===== src/rtl/gpio_uart_rx_pkg.sv =====
// Shared definitions for the GPIO UART receiver: FSM encoding, register
// offsets and STATUS bit layout.
package gpio_uart_rx_pkg;

  localparam logic [1:0] ST_IDLE  = 2'd0;
  localparam logic [1:0] ST_START = 2'd1;
  localparam logic [1:0] ST_DATA  = 2'd2;
  localparam logic [1:0] ST_STOP  = 2'd3;

  localparam int REG_DATA   = 0;
  localparam int REG_STATUS = 1;

  localparam int STAT_OVR_BIT  = 7;
  localparam int STAT_FERR_BIT = 6;
  localparam int STAT_CNT_W    = 5;

endpackage


===== src/rtl/gpio_uart_rx_fifo.sv =====
// Receive byte FIFO: power-of-two depth, wrapping pointers, separate count.
module rx_fifo #(
  parameter int DEPTH = 4
) (
  input  logic                     CLK,
  input  logic                     RST,
  input  logic                     push,
  input  logic [7:0]               din,
  input  logic                     pop,
  output logic                     full,
  output logic                     empty,
  output logic [$clog2(DEPTH):0]   count,
  output logic [7:0]               head
);
  localparam int AW = $clog2(DEPTH);
  localparam int CW = AW + 1;

  logic [7:0]    mem [DEPTH];
  logic [AW-1:0] wptr, rptr;
  logic          do_push, do_pop;

  assign full    = (count == CW'(DEPTH));
  assign empty   = (count == '0);
  // a pop in the same cycle frees the slot, so a full FIFO still accepts
  assign do_push = push & (~full | pop);
  assign do_pop  = pop & ~empty;
  assign head    = mem[rptr];

  always_ff @(posedge CLK) begin
    if (do_push) mem[wptr] <= din;
  end

  always_ff @(posedge CLK or negedge RST) begin
    if (!RST) begin
      wptr  <= '0;
      rptr  <= '0;
      count <= '0;
    end else begin
      if (do_push) wptr <= wptr + AW'(1);
      if (do_pop)  rptr <= rptr + AW'(1);
      count <= count + CW'(do_push) - CW'(do_pop);
    end
  end

endmodule


===== src/rtl/gpio_uart_rx.sv =====
// 8N1 serial receiver on a GPIO pin with a memory-mapped DATA/STATUS pair
// and a small receive FIFO.
module gpio_uart_rx
  import gpio_uart_rx_pkg::*;
#(
  parameter int          CLK_HZ     = 16000000,
  parameter int          BAUD       = 9600,
  parameter logic [14:0] BASE_ADDR  = 15'h6010,
  parameter int          FIFO_DEPTH = 4
) (
  input  logic        CLK,
  input  logic        RST,
  input  logic [14:0] addressM,
  input  logic [15:0] outM,
  input  logic        writeM,
  output logic [15:0] rdData,
  output logic        rdSel,
  input  logic        gpioInSig,
  output logic        rxIrq
);
  localparam int BIT_TICKS = CLK_HZ / BAUD;
  localparam int CNT_W     = $clog2(BIT_TICKS + 1);
  localparam logic [CNT_W-1:0] HALF_LD = CNT_W'(BIT_TICKS / 2 - 1);
  localparam logic [CNT_W-1:0] FULL_LD = CNT_W'(BIT_TICKS - 1);

  logic                        sync0, sync1, line_d;
  logic [1:0]                  state;
  logic [CNT_W-1:0]            cnt;
  logic [2:0]                  bit_idx;
  logic [7:0]                  shreg;
  logic                        expire, push, ferr_set, ovr_set;
  logic                        sel_data, sel_stat, pop, clr;
  logic                        ovr, ferr, full, empty;
  logic [$clog2(FIFO_DEPTH):0] count;
  logic [7:0]                  head;
  logic [15:0]                 status;
  logic                        unused_outm;

  assign unused_outm = ^outM;

  always_ff @(posedge CLK or negedge RST) begin
    if (!RST) begin
      sync0  <= 1'b1;
      sync1  <= 1'b1;
      line_d <= 1'b1;
    end else begin
      sync0  <= gpioInSig;
      sync1  <= sync0;
      line_d <= sync1;
    end
  end

  assign expire = (cnt == '0);

  always_ff @(posedge CLK or negedge RST) begin
    if (!RST) begin
      state   <= ST_IDLE;
      cnt     <= '0;
      bit_idx <= '0;
      shreg   <= '0;
    end else begin
      case (state)
        ST_IDLE: begin
          if (line_d & ~sync1) begin
            state <= ST_START;
            cnt   <= HALF_LD;
          end
        end
        ST_START: begin
          if (!expire) cnt <= cnt - CNT_W'(1);
          else if (!sync1) begin
            state   <= ST_DATA;
            cnt     <= FULL_LD;
            bit_idx <= '0;
          end else state <= ST_IDLE;
        end
        ST_DATA: begin
          if (!expire) cnt <= cnt - CNT_W'(1);
          else begin
            shreg   <= {sync1, shreg[7:1]};
            cnt     <= FULL_LD;
            bit_idx <= bit_idx + 3'd1;
            if (bit_idx == 3'd7) state <= ST_STOP;
          end
        end
        default: begin
          if (!expire) cnt <= cnt - CNT_W'(1);
          else state <= ST_IDLE;
        end
      endcase
    end
  end

  assign push     = (state == ST_STOP) & expire & sync1;
  assign ferr_set = (state == ST_STOP) & expire & ~sync1;
  assign ovr_set  = push & full & ~pop;

  assign sel_data = (addressM == BASE_ADDR + 15'(REG_DATA));
  assign sel_stat = (addressM == BASE_ADDR + 15'(REG_STATUS));
  assign rdSel    = sel_data | sel_stat;
  assign pop      = writeM & sel_data;
  assign clr      = writeM & sel_stat;

  // a flag raised in the same cycle as a clear survives
  always_ff @(posedge CLK or negedge RST) begin
    if (!RST) begin
      ovr  <= 1'b0;
      ferr <= 1'b0;
    end else begin
      ovr  <= ovr_set  | (ovr  & ~clr);
      ferr <= ferr_set | (ferr & ~clr);
    end
  end

  rx_fifo #(.DEPTH(FIFO_DEPTH)) u_fifo (
    .CLK   (CLK),
    .RST   (RST),
    .push  (push),
    .din   (shreg),
    .pop   (pop),
    .full  (full),
    .empty (empty),
    .count (count),
    .head  (head)
  );

  assign rxIrq = ~empty;

  always_comb begin
    status                       = '0;
    status[STAT_OVR_BIT]         = ovr;
    status[STAT_FERR_BIT]        = ferr;
    status[STAT_CNT_W-1:0]       = STAT_CNT_W'(count);
    rdData                       = 16'h0000;
    if (sel_data && !empty) rdData = {8'h00, head};
    else if (sel_stat)      rdData = status;
  end

endmodule


===== config.mk =====
export PLATFORM = sky130hd
export DESIGN_NAME = gpio_uart_rx
export DESIGN_NICKNAME = d
export VERILOG_FILES = /design/src/rtl/gpio_uart_rx_pkg.sv /design/src/rtl/gpio_uart_rx_fifo.sv /design/src/rtl/gpio_uart_rx.sv
export SDC_FILE = /design/constraint.sdc
export NUM_CORES = 1
export LEC_CHECK = 0
export CORE_MARGIN = 1.5
export CORE_UTILIZATION = 25
export CTS_CLUSTER_SIZE = 10
export DETAILED_ROUTE_END_ITERATION = 7
export DONT_BUFFER_PORTS = 1
export GPL_TIMING_DRIVEN = 1
export SLEW_MARGIN = 20
export SYNTH_ARGS = -nofsm -noshare
export SYNTH_HDL_FRONTEND = slang
export SYNTH_SLANG_ARGS = --single-unit

===== constraint.sdc =====
create_clock -name CLK -period 3.4 [get_ports CLK]
set_input_delay 0.68 -clock CLK [delete_from_list [all_inputs] [get_ports CLK]]
set_output_delay 0.68 -clock CLK [all_outputs]
set_load 0.005 [all_outputs]

---- After elaboration in Yosys (flattened, before gate mapping) ----
Memories as Yosys holds them, arrays and structs flattened.
Cells that the tools add are included.
word-level totals
  bits in registers ....................... 36
  RAM bits ................................ 32
  input port bits ......................... 35
  output and inout port bits .............. 18
  memories kept ........................... 1
operators by class
  $add $sub $neg .......................... 6
  equality and inequality tests ........... 14
  muxes and demuxes ....................... 21
  bitwise logic cells ..................... 21
  reductions and logical operators ........ 11
memories
  name        depth  width  rd ports  clocked after Yosys merged registers in  write ports  RTL line                 text
  u_fifo.mem  4      8      1         0                                        1            gpio_uart_rx_fifo.sv:18  logic [7:0] mem [DEPTH];
operators by type and width
  operator                 number
  $mux W11                 5
  $pmux W11 S3             1
  $eq A15 B15 Y1 const B   2
  $mux W16                 1
  $and A1 B1 Y1            12
  $mux W2                  6
  $logic_not A11 Y1        1
  $sub A11 B1 Y11 const B  1
  $ne A2 B2 Y1 const B     5
  $mux W3                  3
  $mux W8                  1
  $eq A3 B3 Y1 const B     2
  $pmux W2 S3              1
  $pmux W3 S2              1
  $not A1 Y1               5
  $reduce_and A5 Y1        1
  $add A2 B1 Y2 const B    2
  $eq A2 B2 Y1 const B     2
  $ne A4 B1 Y1 const B     1
  $or A1 B1 Y1             4
  $reduce_and A4 Y1        1
  $reduce_bool A2 Y1       2
  $add A3 B1 Y3            1
  $add A3 B1 Y3 const B    1
  other kinds (10)         11

---- Longest topological paths before layout ----
  word-level depth ........................ 6
  mapped depth ............................ 12

---- By module ----
A second synthesis with hierarchy kept.
unflattened totals
  cells, all modules ...................... 259
  area total of the unflattened synthesis .. 3,339.5 µm²
modules (own cells, without submodules)
  module        instances  cells each  area each (µm²)  sequential area each (µm²)
  gpio_uart_rx  1          181         1,761.7          729.4
  rx_fifo       1          78          1,577.8          1,136.1

---- Worst setup path after synthesis ----
Ideal clock, no wire load.
  path kind ............................... input port to flip-flop
  start ................................... in addressM[9]
  end ..................................... reg u_fifo.count[2]
  setup time .............................. 0.123 ns
  arrival time ............................ 3.014 ns
  data required time ...................... 3.277 ns
  slack ................................... 0.263 ns
  cell stages on the path ................. 10
  buffers on the path ..................... 0
  cell sequence ........................... or4_4 nor4_4 and3_4 ha_1 inv_1 ha_1 inv_1 fa_1 xnor2_1 xnor2_1
on the way
  elaborated cells on any way between the ends .. 7
RTL lines
  what                    RTL line                 text
  start: declaration      gpio_uart_rx.sv:13       input logic [14:0] addressM,
  $eq A15 B15 Y1          gpio_uart_rx.sv:98       assign sel_data = (addressM == BASE_ADDR + 15'(REG_DATA));
  $and A1 B1 Y1           gpio_uart_rx.sv:101      assign pop = writeM & sel_data;
  $and A1 B1 Y1           gpio_uart_rx_fifo.sv:26  assign do_pop = pop & ~empty;
  net u_fifo.do_pop       gpio_uart_rx_fifo.sv:20  logic do_push, do_pop;
  $sub A3 B1 Y3           gpio_uart_rx_fifo.sv:41  count <= count + CW'(do_push) - CW'(do_pop);
  end signal: assignment  gpio_uart_rx_fifo.sv:41
  end: declaration        gpio_uart_rx_fifo.sv:12  output logic [$clog2(DEPTH):0] count,
The timed path passes the listed nets, and every way through them passes these cells.
A chain may end at the register's enable or synchronous reset.

---- Worst setup path in the final report ----
  start ................................... in addressM[12]
  end ..................................... out rdData[7]
on the way
  cells in the longest elaborated chain, start to end .. 3
  elaborated cells on any way between the ends .. 5
RTL lines
  what                                                   RTL line                                  text
  $eq A15 B15 Y1 (on tied branches)                      gpio_uart_rx.sv:99, gpio_uart_rx.sv:98
  $mux W8 / $logic_and A1 B1 Y1 (equally long branches)  gpio_uart_rx.sv:136, gpio_uart_rx.sv:135
  $mux W16 (*)                                           gpio_uart_rx.sv:135                       if (sel_data && !empty) rdData = {8'h00, head};
  end: declaration                                       gpio_uart_rx.sv:16                        output logic [15:0] rdData,
Mark *: on every way between the ends. The rest lies on a longest branch, timed or not.

==> results_dict.tcl <==
set metrics [dict create \
    status "completed" \
    setup_violations 0 \
    postCtsHoldBufs 0 \
    crit_fanout 18 \
    cp.required_ps 2720 \
    p_switching_uw 840 \
    areaGrowthSynthToFinish_pct 14.9 \
    grt_max_degree 37 \
    yosysTopAreaCell "edfxtp_1" \
    crit_type "in -> out" \
    clock_latency_ps 330 \
    synth-main-ff-cell "dfrtp_1" \
    track_usage 0.0992 \
    dieWidth_um 121 \
    worst_pin_slew_ps 812 \
    grt-ovfl-total 0 \
    die_h_um 121 \
    crit_slowest_cell "or4_1" \
    fill_cells 1318 \
    clock_path_buffers 2 \
    finClkSkew_ps 6.97 \
    ys_top_cells_by_area "edfxtp_1, dfrtp_1, mux4_2" \
    ys_ff_latch 68 \
    route.detailed.drc 0 \
    synth_most_common_cell "dfrtp_1" \
    ioPinCount 53 \
    fin_crit_sh 0.873 \
    grt_pass1_vias 2192 \
    final-max-slew-violation-count 0 \
    ant_nets 0 \
    placed_cells 443 \
    nets 328 \
    end_kind "primary output" \
    die_area_mm2 0.0146 \
    fin_tns_setup_ps 0 \
    power.share.combinational 0.243 \
    finalCriticalPeriod_ps 2970 \
    hold_path.class "in -> async" \
    vdd_drop_max_uv 276 \
    dr.pass1.iters 6 \
    p_int_uw 1830 \
    relSlewSlack 0.457 \
    num_rows 42 \
    core_mm2 0.0134 \
    insertedDiodeCount 0 \
    drive_gt1_frac 0.205 \
    wl_per_cell_um 14.8 \
    start_util 0.259 \
    fmax_mhz 337 \
    cts_tree "built" \
    final_cells 459 \
    leakagePower_uw 0.00160 \
    cts_resized 0 \
    routed_via_density 4.87 \
    avgSynthCellArea_um2 12.9 \
    grt_pass1_wl_um 11200 \
    cts_made_buffers 9 \
    port_buffers 0 \
    synth_top_area_share 0.277 \
    synth-edff-count 32 \
    p_clk_frac 0.375 \
    power_density_mw_per_mm2 669 \
    yosysUniqueCellTypes 62 \
    dp.final_hpwl_um 4670 \
    yosysWarnings 0 \
    path_cells "or4_1 > nor4_4 > buf_4 > and2_2 > a32o_1" \
    cts_setup_buffers 0 \
    antenna_found_initial 0 \
    synth_area_mm2 0.00347 \
    wl_um 6810 \
    hold_viol 0 \
    root_buffer "clkbuf_16" \
    worstPathArrival_ps 2290 \
    seq_power_share 0.383 \
    synth_common_cells "dfrtp_1, edfxtp_1, nor2_1" \
    r2r_slack_ps 610 \
    ys_seq_area_frac 0.537 \
    path_clk_slew_ps 60 \
    clock-sinks 68 \
    cp-start-kind "input port" \
    h-tree-depth 3 \
    ff2ff_path_depth 10 \
    vias 2237 \
    async_reset_ff_frac 0.529 \
    gp_congestion 0.885 \
    slowest_delay_ps 570 \
    first_iter_violations 95 \
    synthCells 270 \
    rsz0062_at_grt "no" \
    max-cap-violations 0 \
    swShare 0.315 \
]
final cells by class:
| type | count | area, um^2 | area share |
|---|---|---|---|
| well taps | 176 | 220 | 0.0551 |
| repair buffers | 7 | 52.6 | 0.0132 |
| inverters | 14 | 52.6 | 0.0132 |
| multi-input cells | 178 | 1480 | 0.370 |
| clock inverters | 7 | 98.8 | 0.0247 |
| clock buffers | 9 | 225 | 0.0564 |
| flip-flops and latches | 68 | 1870 | 0.467 |
critical path, delay by kind of cell:
family | cells | cell delay [ps]
compound gates | 1 | 220
simple gates | 3 | 1100
buf+inv | 1 | 290
logic make-up (layout without fill, tap and decap cells):
kind of cell,count (synthesis),in the layout,synth area share
simple gates,82,82,0.145
flops,68,68,0.537
compound gates,51,51,0.120
buf+inv,31,37,0.0450
mux,18,18,0.0835
fa+ha+maj,15,15,0.0562
xor+xnor,4,4,0.0122
other cells,1,8,0.00108
registers in the layout, indices dropped and copies added (netlist names), 2 cells and up:
register      cells
cnt              11
u_fifo.mem       32
u_fifo.count      3
state             2
bit_idx           3
u_fifo.rptr       2
shreg             8
u_fifo.wptr       2
cell usage in the layout (no fill, tap or decap), types with 2 or more instances in the layout:
| cell type | n |
|---|---|
| dfrtp_1 | 33 |
| edfxtp_1 | 32 |
| nor2_1 | 15 |
| inv_1 | 14 |
| ha_1 | 14 |
| nand2_1 | 13 |
| clkbuf_16 | 9 |
| mux4_2 | 8 |
| mux2_2 | 8 |
| o21ai_0 | 8 |
| conb_1 | 8 |
| nand3_1 | 7 |
| a32o_1 | 7 |
| buf_4 | 7 |
| nor3b_1 | 6 |
| nand4_1 | 5 |
| or3_1 | 4 |
| nor2b_1 | 4 |
| a21oi_1 | 4 |
| o31ai_1 | 4 |
| a22o_1 | 4 |
| nor3_1 | 3 |
| xnor2_1 | 3 |
| and3_1 | 3 |
| nand2b_1 | 3 |
| o2111ai_1 | 3 |
| nor4_1 | 3 |
| o211ai_1 | 3 |
| o41ai_1 | 3 |
| dfstp_2 | 3 |
| or4_4 | 2 |
| or4_1 | 2 |
| nor4_4 | 2 |
| a21o_2 | 2 |
| and2_1 | 2 |
| mux2i_1 | 2 |
| bufinv_16 | 2 |
| inv_6 | 2 |
worst paths after layout:
kind | from | end
worst max-delay path | addressM[12] | rdData[7]
worst min-delay path | RST | shreg[0]$_DFFE_PN0P_
worst max register to register | u_fifo.count[1]$_DFF_PN0_ | u_fifo.count[2]$_DFF_PN0_
worst min register to register | sync0$_DFF_PN1_ | sync1$_DFF_PN1_
max in group asynchronous | RST | sync0$_DFF_PN1_
min in group CLK | gpioInSig | sync0$_DFF_PN1_
stage by stage:
stage | total power [uW] | utilization | hold WS (ps) | setup WS, ps | area [um^2]
2_1_floorplan | 1540 | - | 345 | 263 | 3500
3_3_place_gp | 1660 | 0.274 | 347 | 368 | 3670
3_5_place_dp | 1670 | 0.274 | 347 | 316 | 3670
4_1_cts | 2680 | 0.298 | 30.3 | 396 | 3990
5_1_grt | 2810 | 0.298 | 25.7 | 352 | 3990
6_report | 2670 | 0.298 | 43.4 | 432 | 3990
power groups by stage:
stage               Clock, uW  Sequential [uW]  Combinational [uW]
floorplan                   0             1010                 532
global placement            0             1030                 629
detailed placement          0             1030                 637
CTS                      1020             1020                 641
global route             1060             1030                 716
finish                   1000             1020                 648
layer usage:
| metal | vias to the layer above | share of wire | wire length, um | GRT usage |
|---|---|---|---|---|
| li1 | 1038 | - | - | - |
| met1 | 1116 | 0.43 | 2950 | 0.121 |
| met2 | 72 | 0.49 | 3340 | 0.158 |
| met3 | 11 | 0.057 | 387 | 0.0338 |
| met4 | 0 | 0.020 | 136 | 0.0463 |
| met5 | - | 0 | 0 | 0 |
Power figures use the tool's default switching activity.
